==> src/rtl/cbf_packer_pkg.sv <==
`default_nettype none
// +----------------------------------------------------------------------+
// | Module   : cbf_packer_pkg                                            |
// | Purpose  : Shared constants, helper function and word type for the  |
// |            control-bounded-filter sample packer and its FIFO.        |
// | Ports    : none (package)                                            |
// | Options  : CBF_PACKER_LEVEL_EN (consumed by the packer and FIFO)     |
// | Revision : 1.0 - initial release                                     |
// +----------------------------------------------------------------------+
package cbf_packer_pkg;

  localparam int N_DEF          = 4;
  localparam int DSR_DEF        = 4;
  localparam int FIFO_DEPTH_DEF = 4;

  // Pointer index width for the default FIFO depth (without the wrap bit).
  localparam int PTR_W = $clog2(FIFO_DEPTH_DEF);

  // Width of one down-sampled word: DSR samples of N bits each.
  function automatic int pack_width(input int n, input int dsr);
    return n * dsr;
  endfunction

  typedef logic [N_DEF*DSR_DEF-1:0] packed_word_t;

endpackage
`default_nettype wire

==> src/rtl/cbf_word_fifo.sv <==
`default_nettype none
// +----------------------------------------------------------------------+
// | Module   : cbf_word_fifo                                             |
// | Purpose  : Synchronous FIFO with a registered head word. A push into |
// |            a full FIFO is accepted when a pop happens in the same    |
// |            cycle; otherwise it is refused and flagged on 'drop'.     |
// | Ports    : clk, rst       - clock, async active-high reset           |
// |            push/push_data - write request and data                   |
// |            pop_ready      - consumer ready (pop when head_valid)     |
// |            head/head_valid- registered head word and its valid       |
// |            drop           - push refused this cycle (full, no pop)   |
// |            level          - occupancy (only with CBF_PACKER_LEVEL_EN)|
// | Revision : 1.0 - initial release                                     |
// +----------------------------------------------------------------------+
module cbf_word_fifo
  import cbf_packer_pkg::*;
#(
  parameter int WIDTH = pack_width(N_DEF, DSR_DEF),
  parameter int DEPTH = FIFO_DEPTH_DEF
) (
  input  logic             clk,
  input  logic             rst,
  input  logic             push,
  input  logic [WIDTH-1:0] push_data,
  input  logic             pop_ready,
  output logic [WIDTH-1:0] head,
  output logic             head_valid,
`ifdef CBF_PACKER_LEVEL_EN
  output logic [$clog2(DEPTH):0] level,
`endif
  output logic             drop
);

  localparam int AW = $clog2(DEPTH);

  logic [WIDTH-1:0] r_mem [DEPTH];
  logic [WIDTH-1:0] r_head;
  logic [AW:0]      r_wr;
  logic [AW:0]      r_rd;

  logic             w_empty;
  logic             w_full;
  logic             w_pop;
  logic             w_push_ok;
  logic [AW:0]      w_wr_nxt;
  logic [AW:0]      w_rd_nxt;
  logic [WIDTH-1:0] w_head_nxt;

  // Extra pointer MSB separates full (MSBs differ) from empty (equal).
  assign w_empty   = (r_wr == r_rd);
  assign w_full    = (r_wr[AW] != r_rd[AW]) && (r_wr[AW-1:0] == r_rd[AW-1:0]);
  assign w_pop     = !w_empty && pop_ready;
  assign w_push_ok = push && (!w_full || w_pop);
  assign drop      = push && !w_push_ok;

  assign w_wr_nxt = r_wr + {{AW{1'b0}}, w_push_ok};
  assign w_rd_nxt = r_rd + {{AW{1'b0}}, w_pop};

  // The head register is preloaded with whatever the read pointer will point
  // at next cycle. If that slot is the one being written right now (the FIFO
  // is, or is about to become, empty) the incoming word is forwarded into the
  // head register, giving one cycle of push-to-visible latency and no bypass.
  always_comb begin
    w_head_nxt = r_mem[w_rd_nxt[AW-1:0]];
    if (w_push_ok && (r_wr[AW-1:0] == w_rd_nxt[AW-1:0])) begin
      w_head_nxt = push_data;
    end
  end

  always_ff @(posedge clk) begin
    if (w_push_ok) begin
      r_mem[r_wr[AW-1:0]] <= push_data;
    end
  end

  always_ff @(posedge clk or posedge rst) begin
    if (rst) begin
      r_wr   <= '0;
      r_rd   <= '0;
      r_head <= '0;
    end else begin
      r_wr   <= w_wr_nxt;
      r_rd   <= w_rd_nxt;
      r_head <= w_head_nxt;
    end
  end

  assign head       = r_head;
  assign head_valid = !w_empty;

`ifdef CBF_PACKER_LEVEL_EN
  // Pointer difference is exact thanks to the wrap bit (0..DEPTH).
  assign level = r_wr - r_rd;
`endif

endmodule
`default_nettype wire

==> src/rtl/cbf_sample_packer.sv <==
`default_nettype none
// +----------------------------------------------------------------------+
// | Module   : cbf_sample_packer                                         |
// | Purpose  : Packs DSR consecutive N-bit control-signal samples into   |
// |            one N*DSR-bit word (oldest sample in the MSBs), buffers   |
// |            words in a FIFO and hands them out over valid/ready.      |
// |            ds_tick pulses one cycle after each word completes.       |
// | Ports    : clk, rst   - clock, async active-high reset               |
// |            in/in_valid- input sample and its qualifier               |
// |            align      - restart packing phase, drop partial word     |
// |            word_out/word_valid/word_ready - output handshake         |
// |            ds_tick    - down-sampled domain clock enable             |
// |            overflow   - sticky, a completed word was dropped         |
// |            fill_level - FIFO occupancy (CBF_PACKER_LEVEL_EN only)    |
// | Options  : `define CBF_PACKER_LEVEL_EN adds the fill_level port.     |
// | Revision : 1.0 - initial release                                     |
// +----------------------------------------------------------------------+
module cbf_sample_packer
  import cbf_packer_pkg::*;
#(
  parameter int N          = N_DEF,
  parameter int DSR        = DSR_DEF,
  parameter int FIFO_DEPTH = FIFO_DEPTH_DEF
) (
  input  logic                   clk,
  input  logic                   rst,
  input  logic [N-1:0]           in,
  input  logic                   in_valid,
  input  logic                   align,
  output logic [N*DSR-1:0]       word_out,
  output logic                   word_valid,
  input  logic                   word_ready,
  output logic                   ds_tick,
`ifdef CBF_PACKER_LEVEL_EN
  output logic [$clog2(FIFO_DEPTH):0] fill_level,
`endif
  output logic                   overflow
);

  localparam int W       = pack_width(N, DSR);
  localparam int PHASE_W = (DSR > 1) ? $clog2(DSR) : 1;
  localparam logic [PHASE_W-1:0] C_LAST_PHASE = PHASE_W'(DSR - 1);

  logic [W-1:0]       r_shreg;
  logic [PHASE_W-1:0] r_phase;
  logic               r_ds_tick;
  logic               r_overflow;

  logic [W-1:0]       w_shifted;
  logic               w_complete;
  logic               w_drop;

  // Shift the new sample into the LSBs; with DSR=1 the sample is the word.
  generate
    if (DSR == 1) begin : g_single_sample
      assign w_shifted = in;
    end else begin : g_multi_sample
      assign w_shifted = {r_shreg[W-N-1:0], in};
    end
  endgenerate

  // align overrides a would-be completing sample: no push in that cycle.
  assign w_complete = in_valid && !align && (r_phase == C_LAST_PHASE);

  always_ff @(posedge clk or posedge rst) begin
    if (rst) begin
      r_shreg    <= '0;
      r_phase    <= '0;
      r_ds_tick  <= 1'b0;
      r_overflow <= 1'b0;
    end else begin
      r_ds_tick <= w_complete;
      if (align) begin
        // Partial word discarded; a sample arriving now is phase 0.
        r_phase <= (in_valid && (DSR > 1)) ? PHASE_W'(1) : '0;
        r_shreg <= in_valid ? W'(in) : '0;
      end else if (in_valid) begin
        r_phase <= (r_phase == C_LAST_PHASE) ? '0 : r_phase + 1'b1;
        r_shreg <= w_shifted;
      end
      if (w_drop) begin
        r_overflow <= 1'b1;
      end
    end
  end

  cbf_word_fifo #(
    .WIDTH (W),
    .DEPTH (FIFO_DEPTH)
  ) u_fifo (
    .clk        (clk),
    .rst        (rst),
    .push       (w_complete),
    .push_data  (w_shifted),
    .pop_ready  (word_ready),
    .head       (word_out),
    .head_valid (word_valid),
`ifdef CBF_PACKER_LEVEL_EN
    .level      (fill_level),
`endif
    .drop       (w_drop)
  );

  assign ds_tick  = r_ds_tick;
  assign overflow = r_overflow;

endmodule
`default_nettype wire
==> config.mk <==
export PLATFORM = sky130hd
export DESIGN_NAME = cbf_sample_packer
export DESIGN_NICKNAME = d
export VERILOG_FILES = /design/src/rtl/cbf_packer_pkg.sv /design/src/rtl/cbf_word_fifo.sv /design/src/rtl/cbf_sample_packer.sv
export SDC_FILE = /design/constraint.sdc
export NUM_CORES = 1
export LEC_CHECK = 0
export BUFFER_PORTS_ARGS = -buffer_cell sky130_fd_sc_hd__buf_2
export CAP_MARGIN = 15
export CORE_MARGIN = 2
export CORE_UTILIZATION = 45
export CTS_CLUSTER_SIZE = 24
export DETAILED_ROUTE_END_ITERATION = 8
export GPL_ROUTABILITY_DRIVEN = 0
export GPL_TIMING_DRIVEN = 0
export PLACE_DENSITY = 0.69
export SLEW_MARGIN = 0
export SYNTH_ARGS = -nofsm -noshare
export SYNTH_HDL_FRONTEND = slang
export SYNTH_HIERARCHICAL = 1
export SYNTH_SLANG_ARGS = --single-unit
==> constraint.sdc <==
create_clock -name clk -period 4.1 [get_ports clk]
set_input_delay 0.41 -clock clk [delete_from_list [all_inputs] [get_ports clk]]
set_output_delay 0.41 -clock clk [all_outputs]
set_load 0.005 [all_outputs]
==> metrics.txt <==
# TYPE chip_impl_metric gauge
chip_impl_metric{name="cts_post_setup_buffers_inserted",unit=""} 0
chip_impl_metric{name="worst_ir_drop_vdd",unit="V"} 0.0002336
chip_impl_metric{name="clkSlewWorstSetupHoldPaths",unit="ps"} 90
chip_impl_metric{name="drt-pass1-iter-count",unit=""} 4
chip_impl_metric{name="drt-vias-per-instance",unit=""} 5.149
chip_impl_metric{name="synthCells",unit=""} 204
chip_impl_metric{name="grt_antenna_before_repair",unit=""} 0
chip_impl_metric{name="worstSkewPairLatency",unit="ps"} 350
chip_impl_metric{name="fin_setup_tns",unit="ps"} 0
chip_impl_metric{name="critical_path_arrival",unit="ps"} 3490
chip_impl_metric{name="setup_viol",unit=""} 0
chip_impl_metric{name="final-seq-area",unit="sq um"} 2873
chip_impl_info{name="tritoncts",value="yes"} 1
chip_impl_metric{name="worst_pin_slew",unit="ps"} 958.8
chip_impl_info{name="cp-end-kind",value="flip-flop"} 1
chip_impl_info{name="grt_setup_unrepaired",value="no"} 1
chip_impl_metric{name="max_freq",unit="MHz"} 306.3
chip_impl_metric{name="maxCapViolations",unit=""} 0
chip_impl_metric{name="layout.cell_area.non_filler",unit="sq um"} 4466
chip_impl_metric{name="drt-initial-drc-count",unit=""} 62
chip_impl_metric{name="clock_tree.htree_level_count",unit=""} 3
chip_impl_info{name="layout.cells.most_common",value="sky130_fd_sc_hd__edfxtp_1"} 1
chip_impl_metric{name="placed_cell_area",unit="sq um"} 4289
chip_impl_metric{name="power_density",unit="nW/um^2"} 615.7
chip_impl_metric{name="fp.dieArea",unit="sq um"} 9636
chip_impl_metric{name="synthesis.yosys.warnings",unit=""} 6
chip_impl_metric{name="start_util",unit="%"} 45.98
chip_impl_metric{name="drive_gt1_share",unit="%"} 33.47
chip_impl_metric{name="dr_total_vias",unit=""} 1833
chip_impl_info{name="hold_path.class",value="in -> async"} 1
chip_impl_metric{name="num-nets-final",unit=""} 256
chip_impl_metric{name="design.core.area",unit="sq um"} 8678
chip_impl_metric{name="final_period_minus_worst_setup_slack",unit="ps"} 3265
chip_impl_metric{name="boundaryPins",unit=""} 28
chip_impl_metric{name="buffer_ports.inserted",unit=""} 26
chip_impl_metric{name="post-route-period-util",unit="%"} 79.64
chip_impl_info{name="outcome",value="completed"} 1
chip_impl_info{name="layout_common_cells",value="sky130_fd_sc_hd__edfxtp_1 (64), sky130_fd_sc_hd__dfrtp_1 (38), sky130_fd_sc_hd__buf_2 (27), sky130_fd_sc_hd__mux2_2 (15), sky130_fd_sc_hd__clkbuf_8 (10)"} 1
chip_impl_metric{name="post-dp-hpwl",unit="mm"} 4.139
chip_impl_metric{name="yosysSeqAreaShare",unit="%"} 72.00
chip_impl_metric{name="synth_fp_nets",unit=""} 217
chip_impl_metric{name="maximum_number_of_pins_on_one_net_before_global_route_repair",unit=""} 23
chip_impl_metric{name="multiInputGateArea",unit="sq um"} 1047
chip_impl_metric{name="gr-usage-all-layers",unit="%"} 14.36
chip_impl_metric{name="static_leakage",unit="uW"} 0.001748
chip_impl_metric{name="post_drt_wl_per_cell",unit="um"} 18.11
chip_impl_info{name="critPathLaunchType",value="flip-flop"} 1
chip_impl_metric{name="grt_first_pass_wirelength",unit="mm"} 10.29
chip_impl_metric{name="synth.distinct_cells",unit=""} 35
chip_impl_metric{name="mappedNetlistArea",unit="sq um"} 3990
chip_impl_metric{name="cp.required",unit="ps"} 4330
chip_impl_metric{name="route.antenna.remaining_nets",unit=""} 0
chip_impl_metric{name="maxSlewHeadroom",unit="%"} 36.01
chip_impl_metric{name="drc",unit=""} 0
chip_impl_metric{name="timing_hold_violations_final",unit=""} 0
chip_impl_metric{name="crit_path_max_fanout",unit=""} 10
chip_impl_metric{name="fillerInstances",unit=""} 709
chip_impl_metric{name="globalRoute.totalOverflow",unit=""} 0
chip_impl_metric{name="antennaDiodeCount",unit=""} 0
chip_impl_info{name="root_cell_of_the_clock_tree",value="sky130_fd_sc_hd__clkbuf_8"} 1
chip_impl_metric{name="grt_pass1_vias",unit=""} 1921
chip_impl_metric{name="maxSlewViolCount",unit=""} 0
chip_impl_metric{name="area_delta_synth_final",unit="%"} 11.92
chip_impl_metric{name="cts_hold_repair.buffers",unit=""} 0
chip_impl_metric{name="cts_repair_resize_count",unit=""} 0
chip_impl_metric{name="avgSynthCellArea",unit="sq um"} 19.56
chip_impl_metric{name="die_x",unit="um"} 98.17
chip_impl_metric{name="cts_buffers",unit=""} 9
chip_impl_metric{name="row_count",unit=""} 34
chip_impl_metric{name="skew",unit="ps"} 12.46
chip_impl_metric{name="finalHoldWorstSlack",unit="ps"} 142.7
chip_impl_metric{name="register_bit_count_reported_by_yosys",unit=""} 102
chip_impl_metric{name="postRouteWirelength",unit="mm"} 6.446
chip_impl_metric{name="clk_path_buf_depth",unit=""} 2
chip_impl_metric{name="clkSinkCount",unit=""} 102
chip_impl_info{name="timing.setup.critical_path_class",value="reg -> reg"} 1
chip_impl_metric{name="die-height",unit="um"} 98.17
-- where the power goes --
group          total, uW  internal, uW  leakage [uW]  switching [uW]
Sequential          1310          1230       0.00106            79.4
Combinational        886           521      0.000602             366
Clock                558           238     0.0000893             320
Total               2750          1980       0.00175             765
-- kinds of logic (layout without fill, tap and decap cells) --
| family | count (synthesis) | after routing | synth area share, % |
|---|---|---|---|
| AND/OR/NAND/NOR | 31 | 31 | 3.983 |
| flip-flops | 102 | 102 | 72.00 |
| buffers and inverters | 11 | 55 | 1.944 |
| adder cells (fa/ha/maj) | 4 | 4 | 1.254 |
| AO/OA/AOI/OAI | 6 | 6 | 1.160 |
| XOR/XNOR | 9 | 9 | 3.105 |
| multiplexers | 41 | 41 | 16.56 |
-- state kept, by name, indices dropped and copies added, names as in the netlist --
register / count
r_shreg: 12
u_fifo/r_wr: 3
u_fifo/r_mem: 64
u_fifo/r_rd: 3
r_phase: 2
ds_tick: 1
u_fifo/head: 16
overflow: 1
-- critical path: stages (launching register included) --
cell and delay, ps:
sky130_fd_sc_hd__dfrtp_1 490, sky130_fd_sc_hd__xnor2_1 330, sky130_fd_sc_hd__nand3_1 160, sky130_fd_sc_hd__and3_2 240
sky130_fd_sc_hd__ha_1 290, sky130_fd_sc_hd__buf_1 360, sky130_fd_sc_hd__clkbuf_1 590, sky130_fd_sc_hd__mux4_2 400
sky130_fd_sc_hd__mux2_2 280
-- stage by stage --
| stage | power [uW] | utilization (%) | setup WS (ps) | std cells |
|---|---|---|---|---|
| 6_report | 2750 | 51.46 | 834.8 | 356 |
| 4_1_cts | 2791 | 51.46 | 778.5 | 356 |
| 3_5_place_dp | 2231 | 49.42 | 806.8 | 340 |
| 2_1_floorplan | 1991 | - | 1384 | 204 |
| 3_3_place_gp | 2208 | 49.03 | 265.2 | 338 |
| 5_1_grt | 2911 | 51.46 | 641.5 | 356 |
-- final cells by class --
class | instances | area share, %
Multi-Input combinational cell | 91 | 23.45
Buffer | 7 | 1.401
Clock inverter | 5 | 0.7845
Tap cell | 108 | 3.026
Inverter | 4 | 0.3362
Clock buffer | 11 | 3.166
Timing Repair Buffer | 28 | 3.502
Sequential cell | 102 | 64.33
-- metal layers --
layer	track usage (%)	part of all wire (%)	vias to the layer above
met4	4.426	0.95	0
met5	0	0	-
met3	3.722	2.4	4
li1	-	-	851
met1	19.04	45	954
met2	23.60	51	24
-- path summary, 6_finish.rpt --
path / start / end / slack (ps) / depth (start not counted)
max: u_fifo/r_wr[0]$_DFF_PP0_ / u_fifo/head[5]$_DFF_PP0_ / 830 / 8
min: rst / overflow$_DFFE_PP0P_ / 140 / 2
max reg2reg: u_fifo/r_wr[0]$_DFF_PP0_ / u_fifo/head[5]$_DFF_PP0_ / 830 / 8
min reg2reg: overflow$_DFFE_PP0P_ / overflow$_DFFE_PP0P_ / 470 / 1
max in group asynchronous: rst / u_fifo/head[4]$_DFF_PP0_ / 3230 / 2
min in group clk: in[3] / u_fifo/r_mem[0][3]$_DFFE_PP_ / 320 / 1
-- cells in the mapped netlist (all sizes together) --
library cell,number,share of area [%]
xnor2,5,1.3
or2,1,0.16
o31a,1,0.22
nand3,2,0.25
o21ai,4,0.50
nand2b,5,0.78
nand2,7,0.72
nor3b,1,0.19
xor2,3,1.1
mux4,16,9.7
edfxtp,64,48
nor4b,1,0.22
and3b,1,0.22
and3,2,0.35
inv,4,0.38
buf,6,1.5
dfrtp,38,24
mux2,16,4.6
xor3,1,0.69
clkbuf,1,0.094
nor2,11,1.1
a31o,1,0.44
ha,4,1.3
mux2i,9,2.3
(Power assumes the default switching activity.)
